<file path="src/rtl/ps2_pkg.sv">
// ps2_pkg: shared types and constants for the PS/2 host transmit path.
// Holds the transmitter state encoding, the error codes reported on
// err_code and the keyboard command bytes most often sent by the host.
package ps2_pkg;

  typedef enum logic [2:0] {
    IDLE,
    INHIBIT,
    REQ,
    SHIFT,
    ACK,
    WAIT_IDLE,
    DONE,
    ERR
  } state_e;

  localparam logic [1:0] ERR_NONE    = 2'b00;
  localparam logic [1:0] ERR_TIMEOUT = 2'b01;
  localparam logic [1:0] ERR_NOACK   = 2'b10;

  localparam logic [7:0] CMD_SET_LEDS = 8'hED;
  localparam logic [7:0] CMD_ENABLE   = 8'hF4;
  localparam logic [7:0] CMD_RESET    = 8'hFF;

  // PS/2 frames carry odd parity: the parity bit makes the count of ones odd.
  function automatic logic odd_parity(input logic [7:0] data);
    return ~(^data);
  endfunction

endpackage

</file>
<file path="src/rtl/ps2_line_sync.sv">
// ps2_line_sync: brings the raw PS/2 clock and data lines into the clk
// domain through two flops each and flags falling edges of the PS/2 clock.
// Lines idle high, so the flops reset to 1 to avoid a false edge after reset.
// Shared with the receive path.
module ps2_line_sync (
  input  logic clk,
  input  logic clrn,
  input  logic ps2_clk_i,
  input  logic ps2_data_i,
  output logic clk_sync_o,
  output logic data_sync_o,
  output logic clk_fall_o
);

  logic [1:0] clk_meta_q;
  logic [1:0] data_meta_q;
  logic       clk_prev_q;

  // Two-stage synchroniser for both lines plus one delayed copy of the clock.
  always_ff @(posedge clk or negedge clrn) begin
    if (!clrn) begin
      clk_meta_q  <= 2'b11;
      data_meta_q <= 2'b11;
      clk_prev_q  <= 1'b1;
    end else begin
      clk_meta_q  <= {clk_meta_q[0], ps2_clk_i};
      data_meta_q <= {data_meta_q[0], ps2_data_i};
      clk_prev_q  <= clk_meta_q[1];
    end
  end

  assign clk_sync_o  = clk_meta_q[1];
  assign data_sync_o = data_meta_q[1];
  assign clk_fall_o  = clk_prev_q & ~clk_meta_q[1];

endmodule

</file>
<file path="src/rtl/ps2_host_tx.sv">
// ps2_host_tx: host-to-device PS/2 transmitter. Inhibits the bus, issues a
// request-to-send, shifts out data/parity/stop on device clock falls and
// checks the device ACK. Line drivers are active-high pull-low enables.
// Optional build macro PS2_TX_RETRY_EN: retry a failed byte up to two more
// times before reporting tx_err.
module ps2_host_tx
  import ps2_pkg::*;
#(
  parameter int INHIBIT_CYCLES = 5000,
  parameter int REQ_CYCLES     = 16,
  parameter int TIMEOUT_CYCLES = 750000
) (
  input  logic       clk,
  input  logic       clrn,
  input  logic [7:0] tx_data,
  input  logic       tx_valid,
  output logic       tx_ready,
  output logic       tx_busy,
  output logic       tx_done,
  output logic       tx_err,
  output logic [1:0] err_code,
  input  logic       ps2_clk_in,
  input  logic       ps2_data_in,
  output logic       ps2_clk_oe,
  output logic       ps2_data_oe
);

  localparam int MAX_SETUP = (INHIBIT_CYCLES > REQ_CYCLES) ? INHIBIT_CYCLES : REQ_CYCLES;
  localparam int MAX_CYC   = (MAX_SETUP > TIMEOUT_CYCLES) ? MAX_SETUP : TIMEOUT_CYCLES;
  localparam int CNT_W     = $clog2(MAX_CYC) + 1;

  localparam logic [CNT_W-1:0] INH_LAST = CNT_W'(INHIBIT_CYCLES - 1);
  localparam logic [CNT_W-1:0] REQ_LAST = CNT_W'(REQ_CYCLES - 1);
  localparam logic [CNT_W-1:0] TO_LAST  = CNT_W'(TIMEOUT_CYCLES - 1);
  localparam logic [CNT_W-1:0] CNT_MAX  = '1;

  state_e           state_q, state_d;
  logic [CNT_W-1:0] cnt_q, cnt_d;
  logic [3:0]       idx_q, idx_d;
  logic [9:0]       shift_q, shift_d;
  logic             data_oe_q, data_oe_d;
  logic [1:0]       err_code_q, err_code_d;
`ifdef PS2_TX_RETRY_EN
  logic [1:0]       retry_q, retry_d;
`endif

  logic             clk_sync, data_sync, clk_fall;
  logic [CNT_W-1:0] cnt_inc;
  logic             timed_out;
  logic             fail;
  logic [1:0]       fail_code;

  ps2_line_sync u_sync (
    .clk         (clk),
    .clrn        (clrn),
    .ps2_clk_i   (ps2_clk_in),
    .ps2_data_i  (ps2_data_in),
    .clk_sync_o  (clk_sync),
    .data_sync_o (data_sync),
    .clk_fall_o  (clk_fall)
  );

  assign cnt_inc   = (cnt_q == CNT_MAX) ? cnt_q : cnt_q + CNT_W'(1);
  assign timed_out = (cnt_q >= TO_LAST);

  // Next-state logic: sequencing, bit shifting, timeout and failure routing.
  always_comb begin
    state_d    = state_q;
    cnt_d      = cnt_q;
    idx_d      = idx_q;
    shift_d    = shift_q;
    data_oe_d  = data_oe_q;
    err_code_d = err_code_q;
`ifdef PS2_TX_RETRY_EN
    retry_d    = retry_q;
`endif
    fail       = 1'b0;
    fail_code  = ERR_NONE;

    case (state_q)
      IDLE: begin
        if (tx_valid) begin
          shift_d    = {1'b1, odd_parity(tx_data), tx_data};
          err_code_d = ERR_NONE;
          cnt_d      = '0;
          state_d    = INHIBIT;
`ifdef PS2_TX_RETRY_EN
          retry_d    = 2'd0;
`endif
        end
      end
      INHIBIT: begin
        if (cnt_q == INH_LAST) begin
          cnt_d   = '0;
          state_d = REQ;
        end else begin
          cnt_d = cnt_inc;
        end
      end
      REQ: begin
        if (cnt_q == REQ_LAST) begin
          cnt_d     = '0;
          idx_d     = 4'd0;
          data_oe_d = 1'b1;
          state_d   = SHIFT;
        end else begin
          cnt_d = cnt_inc;
        end
      end
      SHIFT: begin
        if (clk_fall) begin
          cnt_d = '0;
          if (idx_q == 4'd10) begin
            data_oe_d = 1'b0;
            state_d   = ACK;
          end else begin
            data_oe_d = ~shift_q[idx_q];
            idx_d     = idx_q + 4'd1;
          end
        end else if (timed_out) begin
          fail      = 1'b1;
          fail_code = ERR_TIMEOUT;
        end else begin
          cnt_d = cnt_inc;
        end
      end
      ACK: begin
        if (clk_fall) begin
          cnt_d = '0;
          if (!data_sync) begin
            state_d = WAIT_IDLE;
          end else begin
            fail      = 1'b1;
            fail_code = ERR_NOACK;
          end
        end else if (timed_out) begin
          fail      = 1'b1;
          fail_code = ERR_TIMEOUT;
        end else begin
          cnt_d = cnt_inc;
        end
      end
      WAIT_IDLE: begin
        if (clk_sync && data_sync) begin
          state_d = DONE;
        end else if (clk_fall) begin
          cnt_d = '0;
        end else if (timed_out) begin
          fail      = 1'b1;
          fail_code = ERR_TIMEOUT;
        end else begin
          cnt_d = cnt_inc;
        end
      end
      DONE:    state_d = IDLE;
      ERR:     state_d = IDLE;
      default: state_d = IDLE;
    endcase

    if (fail) begin
      data_oe_d = 1'b0;
`ifdef PS2_TX_RETRY_EN
      if (retry_q != 2'd2) begin
        retry_d = retry_q + 2'd1;
        cnt_d   = '0;
        state_d = INHIBIT;
      end else begin
        err_code_d = fail_code;
        state_d    = ERR;
      end
`else
      err_code_d = fail_code;
      state_d    = ERR;
`endif
    end
  end

  // State and datapath registers; reset returns to IDLE with lines released.
  always_ff @(posedge clk or negedge clrn) begin
    if (!clrn) begin
      state_q    <= IDLE;
      cnt_q      <= '0;
      idx_q      <= 4'd0;
      shift_q    <= '0;
      data_oe_q  <= 1'b0;
      err_code_q <= ERR_NONE;
`ifdef PS2_TX_RETRY_EN
      retry_q    <= 2'd0;
`endif
    end else begin
      state_q    <= state_d;
      cnt_q      <= cnt_d;
      idx_q      <= idx_d;
      shift_q    <= shift_d;
      data_oe_q  <= data_oe_d;
      err_code_q <= err_code_d;
`ifdef PS2_TX_RETRY_EN
      retry_q    <= retry_d;
`endif
    end
  end

  assign ps2_clk_oe  = (state_q == INHIBIT) || (state_q == REQ);
  assign ps2_data_oe = (state_q == REQ) || ((state_q == SHIFT) && data_oe_q);
  assign tx_ready    = (state_q == IDLE);
  assign tx_busy     = (state_q != IDLE);
  assign tx_done     = (state_q == DONE);
  assign tx_err      = (state_q == ERR);
  assign err_code    = err_code_q;

endmodule
</file>
<file path="config.mk">
export PLATFORM = sky130hd
export DESIGN_NAME = ps2_host_tx
export DESIGN_NICKNAME = d
export VERILOG_FILES = /design/src/rtl/ps2_pkg.sv /design/src/rtl/ps2_line_sync.sv /design/src/rtl/ps2_host_tx.sv
export SDC_FILE = /design/constraint.sdc
export NUM_CORES = 1
export LEC_CHECK = 0
export CAP_MARGIN = 10
export CORE_MARGIN = 2
export CORE_UTILIZATION = 55
export DETAILED_ROUTE_END_ITERATION = 10
export GPL_TIMING_DRIVEN = 0
export PLACE_DENSITY = 0.76
export SLEW_MARGIN = 20
export SYNTH_ARGS = -nofsm -noshare
export SYNTH_HDL_FRONTEND = slang
export SYNTH_SLANG_ARGS = --single-unit
</file>
<file path="constraint.sdc">
create_clock -name clk -period 4.15 [get_ports clk]
set_input_delay 0.83 -clock clk [delete_from_list [all_inputs] [get_ports clk]]
set_output_delay 0.83 -clock clk [all_outputs]
set_load 0.005 [all_outputs]
</file>
==> impl_results.md <==
- Hold Path End: u_sync.clk_meta_q[1]
- TritonCTS Buffers: 5
- RSZ-0062 raised after global routing: no
- R2R Path Start: cnt_q[0]
- Overflow after GRT: 0
- Post-CTS sizing: 0
- Nets: 352
- Layout area overhead: 13.9%
- Reg area: 1160 um^2
- First-pass DRT Iterations: 6
- Least-Margin Pin Slew: 0.850 ns
- Leakage: 1.26 nW
- CP Capture Type: flip-flop
- Register bit total from synthesis: 46
- Syn Area/Cell: 9.34 um^2
- Max VDD drop: 0.305 mV
- Final instance area: 3280 um^2
- MaxCap Viol Count: 0
- Post-layout util: 64.6%
- First-pass GRT wire length: 11.8 mm
- Hold Crit Class: flip-flop to flip-flop
- Core area: 5070 um^2
- Tot GR Track Use: 24.9%
- RR Endpoint: cnt_q[8]
- Worst-path clk slew: 0.10 ns
- Fill cell count: 443
- Final min period: 2.87 ns
- CTS max path bufs: 2
- Root Driver: clkbuf_8
- Period utilization: 69.3%
- H-tree levels: 2
- Via count: 2589
- Arrival time at the worst endpoint: 3.07 ns
- Vias in the first global route: 2377
- Synth warnings: 0
- Setup Viol. Count Final: 0
- Die height: 76.3 um
- R2r setup slk: 1.28 ns
- Placement row count: 26
- Rel. slew slack: 42.9%
- Wire length per cell: 17.0 um
- Pre-CTS WS: 1.13 ns
- Asr flop ratio synth: 100%
- Min-delay src: u_sync.clk_meta_q[0]
- CP Class: flip-flop to flip-flop
- Yosys cell types: 58
- Setup tns final: 0 ns
- Ys flop type: dfrtp_1
- Placement Cell Area: 3180 um^2
- Share of cells above drive strength 1: 14.5%
- Syn Nets: 324
- Worst clock skew: 0.00699 ns
- Latest clock arrival within the worst-skew pair: 0.31 ns
- Largest cells by area after synthesis: dfrtp_1 36%, dfstp_2 4.6%, a21oi_1 3.5%
- Placer Congestion: 0.922
- WP data required: 4.34 ns
- Post-DP HPWL: 5.04 mm
- DR iter-0 viols: 238
- Die Width: 76.3 um
- Starting Density: 56.7%
- Cell Pwr Density: 558 nW/um^2
- TritonCTS clock tree: done
- Mapped Area: 2880 um^2
- Die Area: 5830 um^2
- Area leader, netlist: dfrtp_1
- Cells after Synth: 308
- Vias per std cell: 6.36
- Hold Crit Depth: 0
- Post-synth top cells: 41 x dfrtp_1, 22 x nand2_1, 20 x a21oi_1
- Drt drc: 0
- CTS sink cnt: 46
- Antenna fix cells: 0
- Largest net degree at the start of global routing: 25
- CP Launch Type: flip-flop
- Initial antenna violation count: 0
- Crit path max fanout: 10
- Setup repair bufs after CTS: 0
- FMAX: 0.348 GHz
- Number of flops mapped to enable cells by yosys: 0
- Yosys top cell area share: 35.7%
- Wirelength, routed: 6.93 mm
- Post-route ant nets: 0
- Final setup margin: 1.28 ns
- Sequential fraction of the synthesis area: 40.2%
- I/O pins: 21
- Final max-slew violation count: 0
- Status: finished clean
- IO Port Bufs: 20
- Hold Violations, Final: 0
- Count leader, synth: dfrtp_1
- Area occupied by multi-input gates: 1580 um^2
- Hold buffers post-CTS: 0
- Worst-case reg-to-reg path depth: 8
## sequential cells by signal, indices dropped and copies added (netlist names)
| name | cells |
|---|---|
| data_oe_q | 1 |
| state_q | 3 |
| err_code | 2 |
| u_sync.clk_meta_q | 2 |
| u_sync.data_meta_q | 2 |
| idx_q | 4 |
| shift_q | 10 |
| u_sync.clk_prev_q | 1 |
| cnt_q | 21 |
## cell type report
type                    instances  share of cell area [%]
multi-input cells             236                    48.3
flip-flops and latches         46                    35.3
repair buffers                 21                    6.56
plain buffers                  17                    3.13
well taps                      70                    2.67
clock buffers                   5                    2.10
inverters                       9                    1.03
clock inverters                 3                   0.878
## metrics by stage
stage,cells,hold slack [ns],power (mW)
4_1_cts,407,0.365,1.83
2_1_floorplan,308,0.345,1.24
3_3_place_gp,398,0.346,1.50
6_report,407,0.364,1.83
3_5_place_dp,399,0.350,1.53
5_1_grt,407,0.368,1.95
## how the worst max path moves through the flow
stage	slack, ns	end	from	cells after the start
5_1_grt	1.0	cnt_q[8]	cnt_q[0]	8
3_3_place_gp	0.97	shift_q[7]	clrn	1
4_1_cts	1.38	cnt_q[8]	cnt_q[0]	8
2_1_floorplan	1.82	cnt_q[11]	tx_valid	6
6_report	1.28	cnt_q[8]	cnt_q[0]	8
3_5_place_dp	1.13	cnt_q[11]	tx_valid	7
## logic make-up after synthesis
logic type                 share of synthesized area, %
buffers and inverters                              4.74
muxes                                              5.39
and+or+nand+nor                                    27.9
AOI/OAI and AO/OA                                  17.4
adders and majority gates                          1.30
DFF                                                40.2
xor gates and xnor gates                           3.04
## metal layers
metal  global-route usage, %  vias to the layer above  part of all wire (%)
met4                    6.73                        0                   1.1
met5                       0                        -                     0
met2                    35.6                      103                    46
li1                        -                     1233                     -
met1                    39.1                     1246                    48
met3                    4.03                        7                   5.4
## worst max-delay path, stage by stage, from the launching register on
cell and delay, ns:
dfrtp_1 0.46, ha_1 0.25, nand3_1 0.23, nor4_1 0.71, nor3b_1 0.56, buf_2 0.31
nor3_1 0.07, nand3b_1 0.09, a21oi_1 0.07
## cells in the final DEF (no fill, tap or decap), types with 4 or more instances in the layout
cell type | Yosys | layout
and3_1 | 7 | 7
dfrtp_1 | 41 | 41
nand2_1 | 22 | 22
nand2b_1 | 4 | 4
nor3_1 | 9 | 9
buf_2 | 4 | 5
o21ai_0 | 18 | 18
or3_1 | 9 | 9
nand3_1 | 16 | 16
dfstp_2 | 5 | 5
or4_1 | 6 | 6
inv_1 | 9 | 9
o211ai_1 | 6 | 6
clkbuf_8 | 0 | 5
nor2_1 | 16 | 16
a21oi_1 | 20 | 20
nand4_1 | 14 | 14
o31ai_1 | 10 | 10
nand4b_1 | 4 | 4
mux2_2 | 8 | 8
xnor2_1 | 7 | 7
nor4_1 | 8 | 8
clkbuf_1 | 6 | 6
clkdlybuf4s50_1 | 0 | 19
nor2b_1 | 5 | 5
## where the power goes
part	switching [mW]	internal, mW	total (mW)	leakage, nW
Combinational	0.515	0.381	0.895	0.616
Sequential	0.0807	0.550	0.630	0.590
Clock	0.177	0.126	0.303	0.0506
Total	0.772	1.06	1.83	1.26
(Power assumes the default switching activity.)
